`src/rtl/riscv_pkg.sv`:
```
// riscv_pkg: opcodes, instruction constants and fetch FSM states shared by the fetch unit and decoder.
package riscv_pkg;
    localparam int INSTR_W = 32;
    localparam logic [INSTR_W-1:0] NOP_INSTR = 32'h0000_0013;
    typedef enum logic [6:0] {
        OP_LOAD   = 7'b0000011,
        OP_IMM    = 7'b0010011,
        OP_AUIPC  = 7'b0010111,
        OP_STORE  = 7'b0100011,
        OP_REG    = 7'b0110011,
        OP_LUI    = 7'b0110111,
        OP_BRANCH = 7'b1100011,
        OP_JALR   = 7'b1100111,
        OP_JAL    = 7'b1101111,
        OP_HALT   = 7'b1111111
    } opcode_t;
    typedef enum logic [1:0] {FETCH, WAIT, HOLD, HALTED} fetch_state_t;
    function automatic logic is_halt(input logic [INSTR_W-1:0] instr);
        return instr[6:0] == OP_HALT;
    endfunction
endpackage

```
`src/rtl/fetch_unit.sv`:
```
// fetch_unit: PC owner issuing single-beat instruction reads and holding one instruction for decode.
// Define FETCH_MISALIGN_TRAP_EN to trap misaligned redirects; otherwise redirect targets are word aligned.
module fetch_unit import riscv_pkg::*; #(
    parameter int PC_W = 9,
    parameter logic [PC_W-1:0] RESET_PC = '0
) (
    input  logic               clk,
    input  logic               reset,
    output logic               imem_req,
    output logic [PC_W-1:0]    imem_addr,
    input  logic [INSTR_W-1:0] imem_rdata,
    input  logic               imem_valid,
    input  logic               stall,
    input  logic               redirect_en,
    input  logic [PC_W-1:0]    redirect_pc,
    input  logic               halt,
    output logic [INSTR_W-1:0] instr_out,
    output logic [PC_W-1:0]    pc_out,
    output logic               instr_valid,
    output logic               halted,
    output logic               misaligned
);
    fetch_state_t state, state_n;
    logic [PC_W-1:0] pc, pc_n, pc_out_n, redir_tgt;
    logic [INSTR_W-1:0] instr_n;
    logic drop, drop_n, valid_n, halted_n, mis_n, trap;
`ifdef FETCH_MISALIGN_TRAP_EN
    assign redir_tgt = redirect_pc;
    assign trap = redirect_pc[1:0] != 2'b00;
`else
    assign redir_tgt = redirect_pc & ~PC_W'(3);
    assign trap = 1'b0;
`endif
    assign imem_req = state == FETCH;
    assign imem_addr = pc;
    always_comb begin
        state_n = state;
        pc_n = pc;
        drop_n = drop;
        instr_n = instr_out;
        pc_out_n = pc_out;
        valid_n = instr_valid;
        halted_n = halted;
        mis_n = misaligned;
        case (state)
            FETCH: state_n = WAIT;
            WAIT: begin
                if (redirect_en && trap) begin
                    mis_n = 1'b1;
                    halted_n = 1'b1;
                    state_n = HALTED;
                end else if (redirect_en) begin
                    // a response arriving with the redirect is the stale one; otherwise drop it later
                    pc_n = redir_tgt;
                    drop_n = !imem_valid;
                    state_n = imem_valid ? FETCH : WAIT;
                end else if (imem_valid) begin
                    drop_n = 1'b0;
                    state_n = drop ? FETCH : HOLD;
                    if (!drop) begin
                        instr_n = imem_rdata;
                        pc_out_n = pc;
                        pc_n = pc + PC_W'(4);
                        valid_n = 1'b1;
                    end
                end
            end
            HOLD: begin
                if (redirect_en) begin
                    valid_n = 1'b0;
                    mis_n = trap;
                    halted_n = trap;
                    pc_n = trap ? pc : redir_tgt;
                    state_n = trap ? HALTED : FETCH;
                end else if (!stall) begin
                    valid_n = 1'b0;
                    halted_n = halt;
                    state_n = halt ? HALTED : FETCH;
                end
            end
            default: ;
        endcase
    end
    always_ff @(posedge clk) begin
        if (reset) begin
            state <= FETCH;
            pc <= RESET_PC;
            drop <= 1'b0;
            instr_out <= '0;
            pc_out <= '0;
            instr_valid <= 1'b0;
            halted <= 1'b0;
            misaligned <= 1'b0;
        end else begin
            state <= state_n;
            pc <= pc_n;
            drop <= drop_n;
            instr_out <= instr_n;
            pc_out <= pc_out_n;
            instr_valid <= valid_n;
            halted <= halted_n;
            misaligned <= mis_n;
        end
    end
endmodule

```
`config.mk`:
```
export PLATFORM = sky130hd
export DESIGN_NAME = fetch_unit
export DESIGN_NICKNAME = d
export VERILOG_FILES = /design/src/rtl/riscv_pkg.sv /design/src/rtl/fetch_unit.sv
export SDC_FILE = /design/constraint.sdc
export NUM_CORES = 1
export LEC_CHECK = 0
export BUFFER_PORTS_ARGS = -buffer_cell sky130_fd_sc_hd__buf_4
export CAP_MARGIN = 30
export CELL_PAD_IN_SITES_DETAIL_PLACEMENT = 0
export CELL_PAD_IN_SITES_GLOBAL_PLACEMENT = 1
export CORE_ASPECT_RATIO = 0.7
export CORE_UTILIZATION = 35
export CTS_CLUSTER_DIAMETER = 40
export CTS_CLUSTER_SIZE = 40
export DETAILED_ROUTE_END_ITERATION = 8
export MAX_ROUTING_LAYER = met4
export PLACE_DENSITY = 0.83
export SYNTH_ARGS = -nofsm -noshare
export SYNTH_HDL_FRONTEND = slang
export SYNTH_SLANG_ARGS = --single-unit
```
`constraint.sdc`:
```
create_clock -name clk -period 4.5 [get_ports clk]
set_clock_uncertainty 0.1 [all_clocks]
set_input_delay 0.225 -clock clk [delete_from_list [all_inputs] [get_ports clk]]
set_output_delay 0.225 -clock clk [all_outputs]
set_load 0.03 [all_outputs]
```
# --- After elaboration in Yosys (flattened, before gate mapping) ---
# Index checks and enable logic that the tools add are counted.
totals:
  n_memories: 0
  input_bits: 47
  reg_bits: 55
  mem_bits_ro: 0
  word_cells: 54
  output_inout_bits: 54
  mem_bits_rw: 0
  latch_bits: 0
classes:
  bitwise_logic: 2
  div: 0
  n_eq_ne: 10
  add_sub_neg: 1
  mux: 23
  n_shift: 0
  magnitude_cmp: 0
  multipliers: 0
  n_reduce_logical: 11
ops:
  columns: ["cell", "n"]
  rows:
  - ["$mux W9", 4]
  - ["$pmux W9 S2", 1]
  - ["$mux W2", 6]
  - ["$mux W1", 10]
  - ["$add A9 B3 Y9 const B", 1]
  - ["$ne A3 B3 Y1 const B", 3]
  - ["$ne A2 B2 Y1 const B", 4]
  - ["$reduce_and A4 Y1", 2]
  - ["$pmux W2 S3", 1]
  - ["$reduce_and A5 Y1", 1]
  - ["$reduce_and A2 Y1", 2]
  - ["$reduce_bool A2 Y1", 2]
  - ["$reduce_and A3 Y1", 1]
  - ["$reduce_bool A3 Y1", 1]
  - ["$eq A2 B1 Y1 const B", 1]
  - ["$eq A2 B2 Y1 const B", 1]
  - ["$logic_not A2 Y1", 1]
  - ["$ne A2 B1 Y1 const B", 1]
  - ["$not A1 Y1", 2]
  - ["$pmux W1 S2", 1]
  - ["$logic_not A1 Y1", 1]

# --- Logic depth before layout (Yosys ltp) ---
depth:
  ltp_word: 5
  depth_mapped: 8
  ltp_nobuf: 6

# --- Least setup slack after synthesis ---
# Ideal clock, no wire load.
synth_path:
  kind: "register -> register"
  start: "reg state[1]"
  end: "reg instr_out[21]"
  synth_period_minus_slack_ns: 1.734
  path_buffers: 2
  slack_ns: 2.766
  stages_incl_launch_ff: 9
  t_required_ns: 4.268
  setup_time_ns: 0.132
  arrival_ns: 1.502
  cell_sequence: "dfxtp_1 inv_1 ha_1 nand2b_1 or3b_4 buf_6 buf_6 nand2_1 a21oi_1"
synth_between:
  elab_chain_cells: 2
synth_lines:
  columns: ["element", "line_no", "source"]
  rows:
  - ["from (decl)", "fetch_unit.sv:23", "fetch_state_t state, state_n;"]
  - ["from (signal assigned)", "fetch_unit.sv:95", "state <= state_n;"]
  - ["$eq A2 B1 Y1", "fetch_unit.sv:45", "case (state)"]
  - ["$reduce_and A4 Y1 (no line)", null, null]
  - ["to (signal assigned)", "fetch_unit.sv:98", "instr_out <= instr_n;"]
  - ["to (decl)", "fetch_unit.sv:17", "output logic [INSTR_W-1:0] instr_out,"]
# Every way passes these cells.
# A chain may end at the register's enable or synchronous reset.

# --- Worst setup path after layout ---
layout_path:
  start: "reg state[1]"
  end: "reg instr_out[28]"
# The elaborated chain is that of the path after synthesis.

==> reports/qor.log <==
INFO  clock_tree     cts_sinks=51
INFO  logic_synthesis post_synth_mux_area_share=0
INFO  floorplanning  core-area=5930squm
INFO  logic_synthesis post_synth_most_frequent_cells=nand2_1 (92), a21oi_1 (51), dfxtp_1 (51), buf_4 (7), ha_1 (7)
INFO  floorplanning  core.rowCount=23
INFO  worst_setup_path critPathKind=reg -> reg
INFO  sta            rsz0062_at_grt=false
INFO  logic_synthesis synth-seq-cells=51
INFO  global_routing global_route.usage.met3=0.0454
INFO  sta            finalSetupViolations=0
INFO  power_and_ir_drop power_per_cell_area=319nW/um^2
INFO  route          antenna_violating_nets_post_route=0
INFO  logic_synthesis synth_seq_area_share=0.459
INFO  global_routing grt_first_pass_wirelength=9090um
INFO  logic_synthesis synth_top_cell_by_area=dfxtp_1
INFO  route          route.final.wire_length=5710um
INFO  clock_tree     clkTransAtPathRegs=0.09ns
INFO  logic_synthesis ys_warn_count=0
INFO  logic_synthesis synth_enable_flop_cells=0
INFO  global_routing antenna_violations_before_repair=0
INFO  clock_tree     cts_root_buf=clkbuf_8
INFO  worst_setup_path crit_path_max_incr_delay=0.72ns
INFO  logic_synthesis synth.area.top_cells=dfxtp_1 (46%), nand2_1 (16%), a21oi_1 (11%)
INFO  floorplanning  initial_utilization=0.375
INFO  global_routing grt_max_degree=53
INFO  placed_design  dp_slack=2.12ns
INFO  sta            setup_ws=2.16ns
INFO  worst_setup_path worstPathMaxFanout=20
INFO  logic_synthesis synth_largest_type_area_fraction=0.459
INFO  status         outcome=finished, final reports clean
INFO  logic_synthesis synth.most_common_cell=nand2_1
INFO  placed_design  post-dp-hpwl=3940um
INFO  logic_synthesis largest_family_of_logic_cells_by_synthesized_area=simple AND/OR/NAND/NOR gates
INFO  sta            period_needed=2.34ns
INFO  worst_setup_path arrival_time_reported_for_the_critical_path_endpoint=2.48ns
INFO  placed_design  globalplace.congestion=0.812
INFO  logic_synthesis syn-instance-count=282
INFO  layout         antenna_cells_inserted=0
INFO  global_routing grt-ovfl-total=0
INFO  logic_synthesis synth-simple-area-share=0.247
INFO  layout         area.growth.synth_to_final=35.1%
INFO  floorplanning  design.portCount=101
INFO  floorplanning  floorplan.die.height=68.7um
INFO  logic_synthesis yosys_most_used_dff=dfxtp_1
INFO  clock_tree     cts_max_level=2
INFO  power_and_ir_drop worst_ir_drop_vdd=0.120mV
INFO  layout         net_count_of_the_finished_layout=420
INFO  worst_setup_path cp.required=4.63ns
INFO  logic_synthesis synth_compound_area_frac=0.187
INFO  logic_synthesis yosys.area_share.xor_xnor=0
INFO  sta            tns=0ns
INFO  sta            worst_pin_slew=0.803ns
INFO  global_routing grt.met1_usage=0.227
INFO  route          wire_per_inst=12.9um
INFO  sta            clock.fmax=427MHz
INFO  clock_tree     tritoncts.num_buffers=5
INFO  sta            max-slew-margin-rel=0.464
INFO  worst_setup_path critical-path-slowest-cell=nor3b_4
INFO  logic_synthesis avgSynthCellArea=7.89squm
INFO  global_routing grt_pass1_vias=1988
INFO  logic_synthesis async_flop_share=0
INFO  clock_tree     tritoncts=done
INFO  layout         drive_gt1_frac=0.284
INFO  global_routing grt.total_usage=0.175
INFO  worst_setup_path element_type_at_the_critical_path_start=register
INFO  logic_synthesis synthDistinctLibCells=36
INFO  worst_setup_path critPathCaptureType=register
INFO  job            max_cap_violations=0
INFO  sta            report.final.hold_viol_count=0
INFO  power_and_ir_drop power.static_leakage=1.24nW
INFO  clock_tree     cts-root-to-sink-buffers=2
INFO  global_routing grt_util_met2=0.274
INFO  sta            period_share=0.521
INFO  global_routing grt-busiest-layer=met2
INFO  clock_tree     ctsResizeCount=0
INFO  layout         postLayoutCellArea=3010squm
INFO  sta            slew_violations=0
INFO  worst_setup_path critical_path.cell_chain=inv_1, ha_1, nand2b_1, nor3b_4, buf_4, nand2_1, a21oi_1
INFO  route          initialDrtViolationCount=77
INFO  route          post-route-drc-count=0
INFO  logic_synthesis synth_adder_area_share=0.0393
INFO  clock_tree     post_cts_repair_timing_setup_buffer_count=0
INFO  route          firstDrtPassIters=4
INFO  placed_design  detailed_place.area=2920squm
INFO  route          vias_per_cell=4.90
INFO  clock_tree     cts-hold-fix-buffers=0
INFO  route          route.vias.total=2160
INFO  logic_synthesis syn_area=2230squm
INFO  worst_hold_path hold_class=in -> reg
INFO  clock_tree     worstSkewPairLatency=0.30ns
INFO  placed_design  placement.io_buffers=93
INFO  floorplanning  die-width=97.3um
INFO  floorplanning  die-area=6690squm
==> metal layers <==
layer	wire length, um	part of all wire
met5	0	0
met4	48	0.0084
met3	376	0.066
met1	2810	0.49
met2	2470	0.43
==> stage by stage <==
| step | util | std cells | total power, mW | hold slack (ns) |
|---|---|---|---|---|
| detailed placement | 0.492 | 434 | 0.703 | 0.347 |
| global placement | 0.492 | 434 | 0.700 | 0.342 |
| global route | 0.507 | 441 | 1.01 | 0.0574 |
| finish | 0.507 | 441 | 0.959 | 0.0594 |
| CTS | 0.507 | 441 | 0.972 | 0.0502 |
| floorplan | - | 286 | 0.626 | 0.221 |
==> layout by cell type, fill, tap and decap left out, drive strengths merged, types with 2 or more instances in the layout <==
cell,instances
conb,5
nor2,4
inv,5
nor3,5
a21oi,51
nand3,3
a31oi,5
o211ai,2
o32ai,3
buf,94
or2,2
dfxtp,51
o21ai,3
a311oi,3
ha,7
nand2b,6
nand2,92
a211oi,2
clkbuf,6
nor3b,2
nand3b,2
==> report_power, final <==
group / total [mW] / internal (mW) / switching (mW) / leakage, nW
registers: 0.491 / 0.471 / 0.0197 / 0.414
logic: 0.201 / 0.0806 / 0.120 / 0.782
clock network: 0.267 / 0.121 / 0.146 / 0.0470
==> path summary, 6_finish.rpt <==
check | from | cells past startpoint | slack [ns] | to
hold / removal | imem_rdata[19] | 3 | 0.06 | instr_out[19]$_SDFFE_PP0P_
hold reg to reg | instr_out[31]$_SDFFE_PP0P_ | 2 | 0.36 | instr_out[31]$_SDFFE_PP0P_
setup / recovery | state[1]$_SDFFE_PP0P_ | 7 | 2.16 | instr_out[28]$_SDFFE_PP0P_
setup reg to reg | state[1]$_SDFFE_PP0P_ | 7 | 2.16 | instr_out[28]$_SDFFE_PP0P_
==> cell type report <==
type                            count  area [sq um]
Sequential cell                    51          1020
Multi-Input combinational cell    209          1080
Inverter                            5          18.8
Clock inverter                      1          5.00
Tap cell                           75          93.8
Clock buffer                        6          82.6
Timing Repair Buffer               94           706
Fill cell                         583          2920
==> registers in the layout, indices dropped and copies added (netlist names) <==
| signal | count |
|---|---|
| imem_addr | 7 |
| instr_out | 32 |
| halted | 1 |
| pc_out | 7 |
| instr_valid | 1 |
| state | 2 |
| drop | 1 |
==> critical path: cells and delay by family, from the launching register on <==
kind | cells | cell delay, ns
adder cells (fa/ha/maj) | 1 | 0.23
AO/OA/AOI/OAI | 1 | 0.13
flip-flops | 1 | 0.36
AND/OR/NAND/NOR | 3 | 0.96
buffers and inverters | 2 | 0.48
==> kinds of logic after synthesis <==
kind of cell               count (synthesis)
buffers and inverters                     26
AOI/OAI and AO/OA                         73
and+or+nand+nor                          124
other                                      1
adders and majority gates                  7
DFF                                       51
(Power assumes the default switching activity.)
